## src/rtl/sh7604_ibus_initiator_pkg.sv

```systemverilog
// Shared types and helpers for the SH7604 internal-bus initiator.
package sh7604_ibus_initiator_pkg;

    typedef enum logic [1:0] {
        IBUS_SZ_BYTE = 2'b00,
        IBUS_SZ_WORD = 2'b01,
        IBUS_SZ_LONG = 2'b10,
        IBUS_SZ_RSV  = 2'b11
    } IBUS_SZ_t;

    typedef enum logic [1:0] {
        ST_IDLE,
        ST_ISSUE,
        ST_WAIT,
        ST_RESP
    } IBUS_STATE_t;

    // Byte enables, bit 3 = bits 31:24 (big-endian lane order).
    function automatic logic [3:0] IBUS_BA_GEN(input IBUS_SZ_t sz, input logic [1:0] a10);
        case (sz)
            IBUS_SZ_BYTE: IBUS_BA_GEN = 4'b1000 >> a10;
            IBUS_SZ_WORD: IBUS_BA_GEN = a10[1] ? 4'b0011 : 4'b1100;
            IBUS_SZ_LONG: IBUS_BA_GEN = 4'b1111;
            default:      IBUS_BA_GEN = 4'b0000;
        endcase
    endfunction

    function automatic logic IBUS_CMD_BAD(input IBUS_SZ_t sz, input logic [1:0] a10);
        case (sz)
            IBUS_SZ_BYTE: IBUS_CMD_BAD = 1'b0;
            IBUS_SZ_WORD: IBUS_CMD_BAD = a10[0];
            IBUS_SZ_LONG: IBUS_CMD_BAD = (a10 != 2'b00);
            default:      IBUS_CMD_BAD = 1'b1;
        endcase
    endfunction

endpackage

```

## src/rtl/sh7604_ibus_initiator_if.sv

```systemverilog
// Core command/response port plus IBUS master signals for the SH7604 initiator.
interface sh7604_ibus_initiator_if;
    logic        CMD_VALID;
    logic        CMD_READY;
    logic [31:0] CMD_A;
    logic        CMD_WE;
    logic [1:0]  CMD_SZ;
    logic [31:0] CMD_D;
    logic        RSP_VALID;
    logic [31:0] RSP_D;
    logic        RSP_ERR;
    logic [31:0] IBUS_A;
    logic [31:0] IBUS_DO;
    logic [3:0]  IBUS_BA;
    logic        IBUS_WE;
    logic        IBUS_REQ;
    logic [31:0] IBUS_DI;
    logic        IBUS_BUSY;
    logic        IBUS_ACT;

    modport master (
        input  CMD_VALID, CMD_A, CMD_WE, CMD_SZ, CMD_D, IBUS_DI, IBUS_BUSY, IBUS_ACT,
        output CMD_READY, RSP_VALID, RSP_D, RSP_ERR, IBUS_A, IBUS_DO, IBUS_BA, IBUS_WE, IBUS_REQ
    );

    modport slave (
        output CMD_VALID, CMD_A, CMD_WE, CMD_SZ, CMD_D, IBUS_DI, IBUS_BUSY, IBUS_ACT,
        input  CMD_READY, RSP_VALID, RSP_D, RSP_ERR, IBUS_A, IBUS_DO, IBUS_BA, IBUS_WE, IBUS_REQ
    );
endinterface

```

## src/rtl/sh7604_ibus_lane.sv

```systemverilog
// Combinational byte-lane steering for IBUS writes and right-justified read extraction.
module sh7604_ibus_lane
    import sh7604_ibus_initiator_pkg::*;
(
    input  IBUS_SZ_t    wsz,
    input  logic [1:0]  wa10,
    input  logic [31:0] wdata,
    output logic [3:0]  ba,
    output logic [31:0] wlane,
    input  IBUS_SZ_t    rsz,
    input  logic [1:0]  ra10,
    input  logic [31:0] di,
    output logic [31:0] rdata
);
    logic [31:0] di_byte;

    assign ba = IBUS_BA_GEN(wsz, wa10);

    always_comb begin
        case (wsz)
            IBUS_SZ_BYTE: wlane = {4{wdata[7:0]}};
            IBUS_SZ_WORD: wlane = {2{wdata[15:0]}};
            IBUS_SZ_LONG: wlane = wdata;
            default:      wlane = 32'h0;
        endcase
    end

    // ~a10 equals 3-a10, so this lands the addressed byte in bits 7:0.
    assign di_byte = di >> {~ra10, 3'b000};

    always_comb begin
        case (rsz)
            IBUS_SZ_BYTE: rdata = {24'h0, di_byte[7:0]};
            IBUS_SZ_WORD: rdata = {16'h0, (ra10[1] ? di[15:0] : di[31:16])};
            IBUS_SZ_LONG: rdata = di;
            default:      rdata = 32'h0;
        endcase
    end
endmodule

```

## src/rtl/sh7604_ibus_initiator.sv

```systemverilog
// SH7604 IBUS initiator: one outstanding access, slave wait states, one-tick response strobe.
// Define IBUS_TIMEOUT_EN to abort a WAIT that lasts TIMEOUT_CYCLES CE_R ticks.
module sh7604_ibus_initiator
    import sh7604_ibus_initiator_pkg::*;
#(
    parameter int unsigned TIMEOUT_CYCLES = 255
) (
    input  logic CLK,
    input  logic RST_N,
    input  logic CE_R,
    input  logic CE_F,
    input  logic RES_N,
    sh7604_ibus_initiator_if.master bus
);
    if (TIMEOUT_CYCLES < 2) begin : g_bad_timeout
        $fatal(1, "TIMEOUT_CYCLES must be at least 2");
    end

    IBUS_STATE_t state_q, state_d;
    IBUS_SZ_t    sz_q, sz_d;
    logic        ready_q, ready_d;
    logic        req_q, req_d;
    logic        we_q, we_d;
    logic [31:0] a_q, a_d;
    logic [31:0] do_q, do_d;
    logic [3:0]  ba_q, ba_d;
    logic        rsp_valid_q, rsp_valid_d;
    logic        rsp_err_q, rsp_err_d;
    logic [31:0] rsp_d_q, rsp_d_d;
    logic        fall_seen_q, fall_seen_d;

    IBUS_SZ_t    cmd_sz;
    logic        cmd_bad;
    logic [3:0]  ba_cmd;
    logic [31:0] do_cmd;
    logic [31:0] rd_ext;

`ifdef IBUS_TIMEOUT_EN
    localparam int unsigned CNT_W = ($clog2(TIMEOUT_CYCLES) > 8) ? $clog2(TIMEOUT_CYCLES) : 8;
    localparam logic [CNT_W-1:0] TMO_LAST = CNT_W'(TIMEOUT_CYCLES - 1);
    localparam logic [CNT_W-1:0] CNT_ONE  = CNT_W'(1);
    logic [CNT_W-1:0] tmo_cnt_q, tmo_cnt_d;

    always_ff @(posedge CLK or negedge RST_N) begin
        if (!RST_N) tmo_cnt_q <= '0;
        else        tmo_cnt_q <= tmo_cnt_d;
    end
`endif

    assign cmd_sz  = IBUS_SZ_t'(bus.CMD_SZ);
    assign cmd_bad = IBUS_CMD_BAD(cmd_sz, bus.CMD_A[1:0]);

    sh7604_ibus_lane u_lane (
        .wsz   (cmd_sz),
        .wa10  (bus.CMD_A[1:0]),
        .wdata (bus.CMD_D),
        .ba    (ba_cmd),
        .wlane (do_cmd),
        .rsz   (sz_q),
        .ra10  (a_q[1:0]),
        .di    (bus.IBUS_DI),
        .rdata (rd_ext)
    );

    always_comb begin
        state_d     = state_q;
        sz_d        = sz_q;
        ready_d     = ready_q;
        req_d       = req_q;
        we_d        = we_q;
        a_d         = a_q;
        do_d        = do_q;
        ba_d        = ba_q;
        rsp_valid_d = rsp_valid_q;
        rsp_err_d   = rsp_err_q;
        rsp_d_d     = rsp_d_q;
        fall_seen_d = fall_seen_q;
`ifdef IBUS_TIMEOUT_EN
        tmo_cnt_d   = tmo_cnt_q;
`endif
        // Read data is only trusted once the slave has had a falling phase to drive it.
        if (CE_F && req_q) fall_seen_d = 1'b1;

        if (CE_R) begin
            case (state_q)
                ST_IDLE: begin
                    if (bus.CMD_VALID) begin
                        ready_d = 1'b0;
                        if (cmd_bad) begin
                            state_d     = ST_RESP;
                            rsp_valid_d = 1'b1;
                            rsp_err_d   = 1'b1;
                            rsp_d_d     = '0;
                        end else begin
                            state_d     = ST_ISSUE;
                            a_d         = bus.CMD_A;
                            we_d        = bus.CMD_WE;
                            sz_d        = cmd_sz;
                            ba_d        = ba_cmd;
                            do_d        = do_cmd;
                            req_d       = 1'b1;
                            fall_seen_d = 1'b0;
                        end
                    end
                end
                ST_ISSUE: begin
                    if (!bus.IBUS_ACT) begin
                        state_d     = ST_RESP;
                        req_d       = 1'b0;
                        rsp_valid_d = 1'b1;
                        rsp_err_d   = 1'b1;
                        rsp_d_d     = '0;
                    end else begin
                        state_d = ST_WAIT;
`ifdef IBUS_TIMEOUT_EN
                        tmo_cnt_d = '0;
`endif
                    end
                end
                ST_WAIT: begin
                    if (!bus.IBUS_BUSY && fall_seen_q) begin
                        state_d     = ST_RESP;
                        req_d       = 1'b0;
                        rsp_valid_d = 1'b1;
                        rsp_err_d   = 1'b0;
                        rsp_d_d     = we_q ? 32'h0 : rd_ext;
                    end
`ifdef IBUS_TIMEOUT_EN
                    else if (tmo_cnt_q == TMO_LAST) begin
                        state_d     = ST_RESP;
                        req_d       = 1'b0;
                        rsp_valid_d = 1'b1;
                        rsp_err_d   = 1'b1;
                        rsp_d_d     = '0;
                    end else if (tmo_cnt_q != '1) begin
                        tmo_cnt_d = tmo_cnt_q + CNT_ONE;
                    end
`endif
                end
                ST_RESP: begin
                    state_d     = ST_IDLE;
                    ready_d     = 1'b1;
                    rsp_valid_d = 1'b0;
                end
                default: state_d = ST_IDLE;
            endcase

            // Soft reset abandons any transfer silently.
            if (!RES_N) begin
                state_d     = ST_IDLE;
                sz_d        = IBUS_SZ_BYTE;
                ready_d     = 1'b1;
                req_d       = 1'b0;
                we_d        = 1'b0;
                a_d         = '0;
                do_d        = '0;
                ba_d        = '0;
                rsp_valid_d = 1'b0;
                rsp_err_d   = 1'b0;
                rsp_d_d     = '0;
                fall_seen_d = 1'b0;
            end
        end
    end

    always_ff @(posedge CLK or negedge RST_N) begin
        if (!RST_N) begin
            state_q     <= ST_IDLE;
            sz_q        <= IBUS_SZ_BYTE;
            ready_q     <= 1'b1;
            req_q       <= 1'b0;
            we_q        <= 1'b0;
            a_q         <= '0;
            do_q        <= '0;
            ba_q        <= '0;
            rsp_valid_q <= 1'b0;
            rsp_err_q   <= 1'b0;
            rsp_d_q     <= '0;
            fall_seen_q <= 1'b0;
        end else begin
            state_q     <= state_d;
            sz_q        <= sz_d;
            ready_q     <= ready_d;
            req_q       <= req_d;
            we_q        <= we_d;
            a_q         <= a_d;
            do_q        <= do_d;
            ba_q        <= ba_d;
            rsp_valid_q <= rsp_valid_d;
            rsp_err_q   <= rsp_err_d;
            rsp_d_q     <= rsp_d_d;
            fall_seen_q <= fall_seen_d;
        end
    end

    assign bus.CMD_READY = ready_q;
    assign bus.RSP_VALID = rsp_valid_q;
    assign bus.RSP_ERR   = rsp_err_q;
    assign bus.RSP_D     = rsp_d_q;
    assign bus.IBUS_A    = a_q;
    assign bus.IBUS_DO   = do_q;
    assign bus.IBUS_BA   = ba_q;
    assign bus.IBUS_WE   = we_q;
    assign bus.IBUS_REQ  = req_q;
endmodule

```

## src/flat_wrapper.sv

```systemverilog
// flat-port wrapper written by rule: the top's interface ports become plain ports
module sh7604_ibus_initiator_flat import sh7604_ibus_initiator_pkg::*;
#(
    parameter int unsigned TIMEOUT_CYCLES = 255
)
  (CLK, RST_N, CE_R, CE_F, RES_N, bus_CMD_VALID, bus_CMD_A, bus_CMD_WE, bus_CMD_SZ, bus_CMD_D, bus_IBUS_DI, bus_IBUS_BUSY, bus_IBUS_ACT, bus_CMD_READY, bus_RSP_VALID, bus_RSP_D, bus_RSP_ERR, bus_IBUS_A, bus_IBUS_DO, bus_IBUS_BA, bus_IBUS_WE, bus_IBUS_REQ);
  sh7604_ibus_initiator_if bus_i ();
  input  logic CLK;
  input  logic RST_N;
  input  logic CE_R;
  input  logic CE_F;
  input  logic RES_N;
  input wire logic [$bits(bus_i.CMD_VALID)-1:0] bus_CMD_VALID;
  input wire logic [$bits(bus_i.CMD_A)-1:0] bus_CMD_A;
  input wire logic [$bits(bus_i.CMD_WE)-1:0] bus_CMD_WE;
  input wire logic [$bits(bus_i.CMD_SZ)-1:0] bus_CMD_SZ;
  input wire logic [$bits(bus_i.CMD_D)-1:0] bus_CMD_D;
  input wire logic [$bits(bus_i.IBUS_DI)-1:0] bus_IBUS_DI;
  input wire logic [$bits(bus_i.IBUS_BUSY)-1:0] bus_IBUS_BUSY;
  input wire logic [$bits(bus_i.IBUS_ACT)-1:0] bus_IBUS_ACT;
  output wire logic [$bits(bus_i.CMD_READY)-1:0] bus_CMD_READY;
  output wire logic [$bits(bus_i.RSP_VALID)-1:0] bus_RSP_VALID;
  output wire logic [$bits(bus_i.RSP_D)-1:0] bus_RSP_D;
  output wire logic [$bits(bus_i.RSP_ERR)-1:0] bus_RSP_ERR;
  output wire logic [$bits(bus_i.IBUS_A)-1:0] bus_IBUS_A;
  output wire logic [$bits(bus_i.IBUS_DO)-1:0] bus_IBUS_DO;
  output wire logic [$bits(bus_i.IBUS_BA)-1:0] bus_IBUS_BA;
  output wire logic [$bits(bus_i.IBUS_WE)-1:0] bus_IBUS_WE;
  output wire logic [$bits(bus_i.IBUS_REQ)-1:0] bus_IBUS_REQ;
  assign bus_i.CMD_VALID = bus_CMD_VALID;
  assign bus_i.CMD_A = bus_CMD_A;
  assign bus_i.CMD_WE = bus_CMD_WE;
  assign bus_i.CMD_SZ = bus_CMD_SZ;
  assign bus_i.CMD_D = bus_CMD_D;
  assign bus_i.IBUS_DI = bus_IBUS_DI;
  assign bus_i.IBUS_BUSY = bus_IBUS_BUSY;
  assign bus_i.IBUS_ACT = bus_IBUS_ACT;
  assign bus_CMD_READY = bus_i.CMD_READY;
  assign bus_RSP_VALID = bus_i.RSP_VALID;
  assign bus_RSP_D = bus_i.RSP_D;
  assign bus_RSP_ERR = bus_i.RSP_ERR;
  assign bus_IBUS_A = bus_i.IBUS_A;
  assign bus_IBUS_DO = bus_i.IBUS_DO;
  assign bus_IBUS_BA = bus_i.IBUS_BA;
  assign bus_IBUS_WE = bus_i.IBUS_WE;
  assign bus_IBUS_REQ = bus_i.IBUS_REQ;
  sh7604_ibus_initiator #(.TIMEOUT_CYCLES(TIMEOUT_CYCLES)) u_core (.CLK(CLK), .RST_N(RST_N), .CE_R(CE_R), .CE_F(CE_F), .RES_N(RES_N), .bus(bus_i));
endmodule
```

## config.mk

```make
export PLATFORM = sky130hd
export DESIGN_NAME = sh7604_ibus_initiator_flat
export DESIGN_NICKNAME = d
export VERILOG_FILES = /design/src/rtl/sh7604_ibus_initiator_pkg.sv /design/src/rtl/sh7604_ibus_initiator_if.sv /design/src/rtl/sh7604_ibus_lane.sv /design/src/rtl/sh7604_ibus_initiator.sv /design/src/flat_wrapper.sv
export SDC_FILE = /design/constraint.sdc
export NUM_CORES = 1
export LEC_CHECK = 0
export ABC_AREA = 1
export BUFFER_PORTS_ARGS = -buffer_cell sky130_fd_sc_hd__buf_2
export CAP_MARGIN = 20
export CORE_MARGIN = 2
export CORE_UTILIZATION = 45
export DETAILED_ROUTE_END_ITERATION = 6
export GPL_TIMING_DRIVEN = 0
export PLACE_DENSITY = 0.8
export SLEW_MARGIN = 0
export SYNTH_ARGS = -nofsm -noshare
export SYNTH_HDL_FRONTEND = slang
export SYNTH_SLANG_ARGS = --single-unit
```

## constraint.sdc

```tcl
create_clock -name CLK -period 1.8 [get_ports CLK]
set_clock_uncertainty 0.1 [all_clocks]
set_input_delay 0.27 -clock CLK [delete_from_list [all_inputs] [get_ports CLK]]
set_output_delay 0.27 -clock CLK [all_outputs]
set_load 0.02 [all_outputs]
```

After elaboration in Yosys (flattened, before gate mapping)
Cells that the tools add are included.
W data, S select, Z words.
{ "word_totals": {"regBits": 110, "input_bits": 107, "out_inout_bits": 105} }
{ "classes": {"n_eq_ne": 17, "n_shift": 2, "mux": 62, "bitwise": 1, "n_reduce_logical": 13} }
{ "op_table": {"columns": ["operator", "count"], "rows": [
  ["$mux W32", 14],
  ["$pmux W32 S3", 3],
  ["$shr A32 B5 Y8", 1],
  ["$mux W1", 24],
  ["$mux W4", 5],
  ["$mux W16", 1],
  ["$mux W2", 8],
  ["$pmux W4 S3", 1],
  ["$reduce_and A6 Y1", 2],
  ["$ne A3 B3 Y1 const B", 3],
  ["$pmux W1 S3", 3],
  ["$eq A2 B2 Y1 const B", 4],
  ["$pmux W2 S4", 1],
  ["$eq A2 B1 Y1 const B", 3],
  ["$logic_not A2 Y1", 3],
  ["$ne A3 B2 Y1 const B", 2],
  ["$reduce_and A3 Y1", 2],
  ["$reduce_and A5 Y1", 1],
  ["$ne A2 B1 Y1 const B", 2],
  ["$ne A4 B1 Y1 const B", 1],
  ["$pmux W1 S4", 1],
  ["$reduce_and A4 Y1", 1],
  ["$shr A4 B2 Y4 const A", 1],
  ["$ne A3 B1 Y1 const B", 1],
  ["6 further kinds", 7]
]} }

Depth between registers and ports, before layout
{ "depth": {"depth_word": 7, "mapped_depth": 11, "depth_no_buf": 10} }

By module
Synthesis repeated with hierarchy kept, for this count alone.
{ "hier_totals": {"cells_unflattened": 845, "hier_area_um2": 6153.4} }
{ "by_module_without_submodules": {"columns": ["mod", "instances", "cells_per_inst", "area_per_inst_um2"], "rows": [
  ["sh7604_ibus_initiator", 1, 602, 5102.4],
  ["sh7604_ibus_lane", 1, 243, 1051.0]
]} }

Worst setup path before layout
OpenSTA, ideal clock, no wires.
{ "synth_timing": {"path_kind": "reg-to-reg", "from": "reg u_core.state_q[0]", "to": "reg u_core.rsp_err_q, in the netlist u_core.bus.RSP_ERR", "t_arrival_ns": 1.448, "t_required_ns": 1.584, "setup_slack_ns": 0.135, "path_stages_with_launch": 11, "n_path_buf": 1, "period_less_slack_ns": 1.665, "cell_sequence": "dfrtp_1 -> inv_1 -> ha_1 -> inv_1 -> nand3b_1 -> nand2_1 -> inv_1 -> nand4_2 -> buf_4 -> nand2_1 -> nand2_1"} }
{ "synth_between": {"elab_chain_cells": 3, "word_cells_on_any_way": 11, "cone_classes": "7 x eq/ne; 2 x mux; 2 x reduce/logical"} }
{ "synth_rtl": {"columns": ["element", "line", "text"], "rows": [
  ["start: declaration", "sh7604_ibus_initiator.sv:19", "IBUS_STATE_t state_q, state_d;"],
  ["start signal: assignment", "sh7604_ibus_initiator.sv:181", "state_q <= state_d;"],
  ["$eq A2 B1 Y1, or another cell as far along", "sh7604_ibus_initiator.sv:85", "case (state_q)"],
  ["$ne A4 B1 Y1 (no source line), or another cell as far along", null, null],
  ["$reduce_and A6 Y1 (no source line) / $mux W1 (equally long branches)", null, null],
  ["end signal: assignment", "sh7604_ibus_initiator.sv:190", "rsp_err_q <= rsp_err_d;"],
  ["end: declaration", "sh7604_ibus_initiator.sv:28", "logic rsp_err_q, rsp_err_d;"]
]} }
Parallel ways exist; a longest one is shown, timed or not.
A chain may end at the register's enable or synchronous reset.

Worst setup path after layout
{ "layout_timing": {"from": "reg u_core.state_q[1]", "to": "reg u_core.rsp_d_q[5], in the netlist u_core.bus.RSP_D[5]"} }
{ "layout_between": {"elab_chain_cells": 3, "word_cells_on_any_way": 11, "cone_classes": "7 x eq/ne; 2 x mux; 2 x reduce/logical"} }
{ "layout_rtl": {"columns": ["element", "line", "text"], "rows": [
  ["$eq A2 B1 Y1, or another cell as far along", "sh7604_ibus_initiator.sv:85", null],
  ["$ne A4 B1 Y1 (no source line), or another cell as far along", null, null],
  ["$reduce_and A6 Y1 (no source line) / $mux W32 (equally long branches)", null, null],
  ["end signal: assignment", "sh7604_ibus_initiator.sv:191", "rsp_d_q <= rsp_d_d;"],
  ["end: declaration", "sh7604_ibus_initiator.sv:29", "logic [31:0] rsp_d_q, rsp_d_d;"]
]} }
Parallel ways exist; a longest one is shown, timed or not.

==> results.ini <==
[placed_design]
post-dp-hpwl_um=11860
place.port_buffers=210
dp_cells=1133
gp_congestion=0.8955
post-place-ws_ns=-0.2274

[finish]
fin_cells=1164
area_growth_pct=33.34
final_cell_mix=nand2_1 (413), buf_2 (212), dfrtp_1 (109)
antenna_cells=0
final_common_cell=nand2_1
final_nets=1104
drive_gt1_frac=0.3153
fin_util=0.6186

[sta]
fin_ws_ns=-0.02737
slew_headroom=0.5471
rsz0062_at_grt=true
fin_hold_ws_ns=0.01416
slew_violations=0
period_share=1.015
fin_crit_ns=1.827
setup_viol=33
clock.fmax_mhz=547.2
hold_viol_final=0
worst_slew_pin_slew_ns=0.6793

[setup_path]
worstPathArrival_ns=2.02
path_max_fanout=7
reg2regPathDepth=12
critPathKind=reg -> reg
critPathLaunchType=register
critPathRequiredTime_ns=1.99
setup.worst_path.end_class=register

[floorplanning]
die_y_um=115.5
io_pins=212
start_util=0.4639
die-area_um2=13340
coreArea_um2=12060
die_w_um=115.5
std_cell_rows=40

[synthesis]
synth_fp_nets=866
yosysUniqueCellTypes=35
ys_ff_latch=110
synth_edf_count=0
syn-instance-count=754
syn-mean-instance-area_um2=7.421
synth_top_area_frac=0.4875
yosysWarnings=0
synth.area.top_cells=dfrtp_1 (49%), nand2_1 (28%), inv_1 (2.8%)
netlist_area_um2=5595
synthArstFlopShare=1.000
synth_top_cell_by_area=dfrtp_1
synthFlopType=dfrtp_1
yosysSeqAreaShare=0.4922

[worst_hold_path]
hold_class=in -> reg
hold_depth=3

[clock_tree]
clk_path_buf_depth=2
clkSinkCount=110
cts_tree=yes
path_clk_slew_ns=0.08
htreeDepth=3
cts_buffers=9
cts-root-buf=clkbuf_16
clk_latency_ns=0.35

[power]
p_total_w=0.008513
max-vdd-ir-drop_mv=0.6893
p_per_area_nw_per_um2=1141
p_leak_nw=4.526

[global_routing]
grt_max_degree=61
antenna_found_initial=0
grt-ovfl-total=0
grt_pass1_vias=5306
grt_pass1_wl_um=25080
grt_usage=0.2400

[route]
drt_first_pass_iters=7
vias=5638
drt_iter0_drc=437
drcViolationCount=0
wl_um=16110
drt.antenna.violating_nets=0
wl_per_cell_um=13.84
viasPerCell=4.844

[job]
maxCapViolCount=0

[status]
violations=setup timing
status=finished, violations left

## cell families after synthesis
kind of cell / after synthesis / share of synthesized area
simple gates: 500 / 0.3614
flops: 110 / 0.4922
buf+inv: 78 / 0.06977
compound gates: 61 / 0.06552
fa+ha+maj: 5 / 0.01118
## report_power, final
part | internal, W | switching (W) | total (W) | leakage, nW
registers | 0.00292 | 0.000281 | 0.00320 | 1.49
clock network | 0.00112 | 0.000928 | 0.00205 | 0.146
logic | 0.00123 | 0.00202 | 0.00326 | 2.89
total | 0.00528 | 0.00323 | 0.00851 | 4.53
## synthesized netlist by cell type (4+ instances only)
cell and count:
a21oi_1 8, a22o_1 8, buf_2 9, buf_4 15, buf_6 4, dfrtp_1 109
ha_1 5, inv_1 41, inv_2 6, nand2_1 420, nand3_1 28, nor2_1 33
o21ai_0 16, o21ai_1 22, o21ai_2 4
## layer usage
layer	GRT usage	vias up	wire length, um
met5	0	-	0
met4	0.1012	0	408
met3	0.05021	41	1202
met2	0.3903	250	7398
met1	0.3125	2555	7096
li1	-	2792	-
## layout make-up
type                            count  area (um2)
Clock inverter                      4       56.30
Fill cell                        1096        4601
Buffer                             29       251.5
Timing Repair Buffer              228        1251
Tap cell                          168       210.2
Inverter                           48       180.2
Clock buffer                       11       242.7
Sequential cell                   110        2754
Multi-Input combinational cell    566        2515
## timing repair
action	4_1_cts	5_1_grt
pin swaps	2	11
hold buffers	1	0
hold endpoints to repair	49	0
buffers inserted	7	5
cloned	4	0
gates resized for setup	25	18
setup endpoints to repair	80	83
## path summary, 6_finish.rpt
| kind | from | end | slack (ns) |
|---|---|---|---|
| hold reg to reg | u_core.bus.RSP_D[8] | u_core.bus.RSP_D[8] | 0.38 |
| hold / removal | bus_CMD_A[27] | u_core.bus.IBUS_A[27] | 0.01 |
| max in group asynchronous | RST_N | u_core.bus.IBUS_A[2] | 0.47 |
| setup / recovery | u_core.state_q[1] | u_core.bus.RSP_D[5] | -0.03 |
| min in group asynchronous | RST_N | u_core.bus.IBUS_A[23] | 0.40 |
| setup reg to reg | u_core.state_q[1] | u_core.bus.RSP_D[5] | -0.03 |
## state kept, by name, summed over array words and instances, names as in the netlist
signal                cells
u_core.fall_seen_q        1
u_core.bus.RSP_ERR        1
u_core.bus.IBUS_WE        1
u_core.bus.RSP_D         32
u_core.bus.IBUS_BA        4
u_core.bus.IBUS_A        32
u_core.bus.IBUS_REQ       1
u_core.state_q            2
u_core.bus.RSP_VALID      1
u_core.bus.CMD_READY      1
u_core.bus.IBUS_DO       32
u_core.sz_q               2
## worst max-delay path, stage by stage, from the launching register on
cell	delay [ns]
dfrtp_1	0.40
inv_2	0.09
ha_4	0.28
inv_2	0.04
nand3b_1	0.11
nand2_1	0.08
inv_2	0.09
nand3_2	0.10
nor2_4	0.11
buf_12	0.15
buf_6	0.12
nand2_1	0.06
nand2_1	0.05
## metrics by stage
step	TNS (ns)	instance area (um2)
finish	-0.4568	7461
floorplan	0	5595
global placement	-110.28	6857
detailed placement	-13.23	6887
CTS	0	7385
global route	-3.563	7461
(Power assumes the default switching activity.)
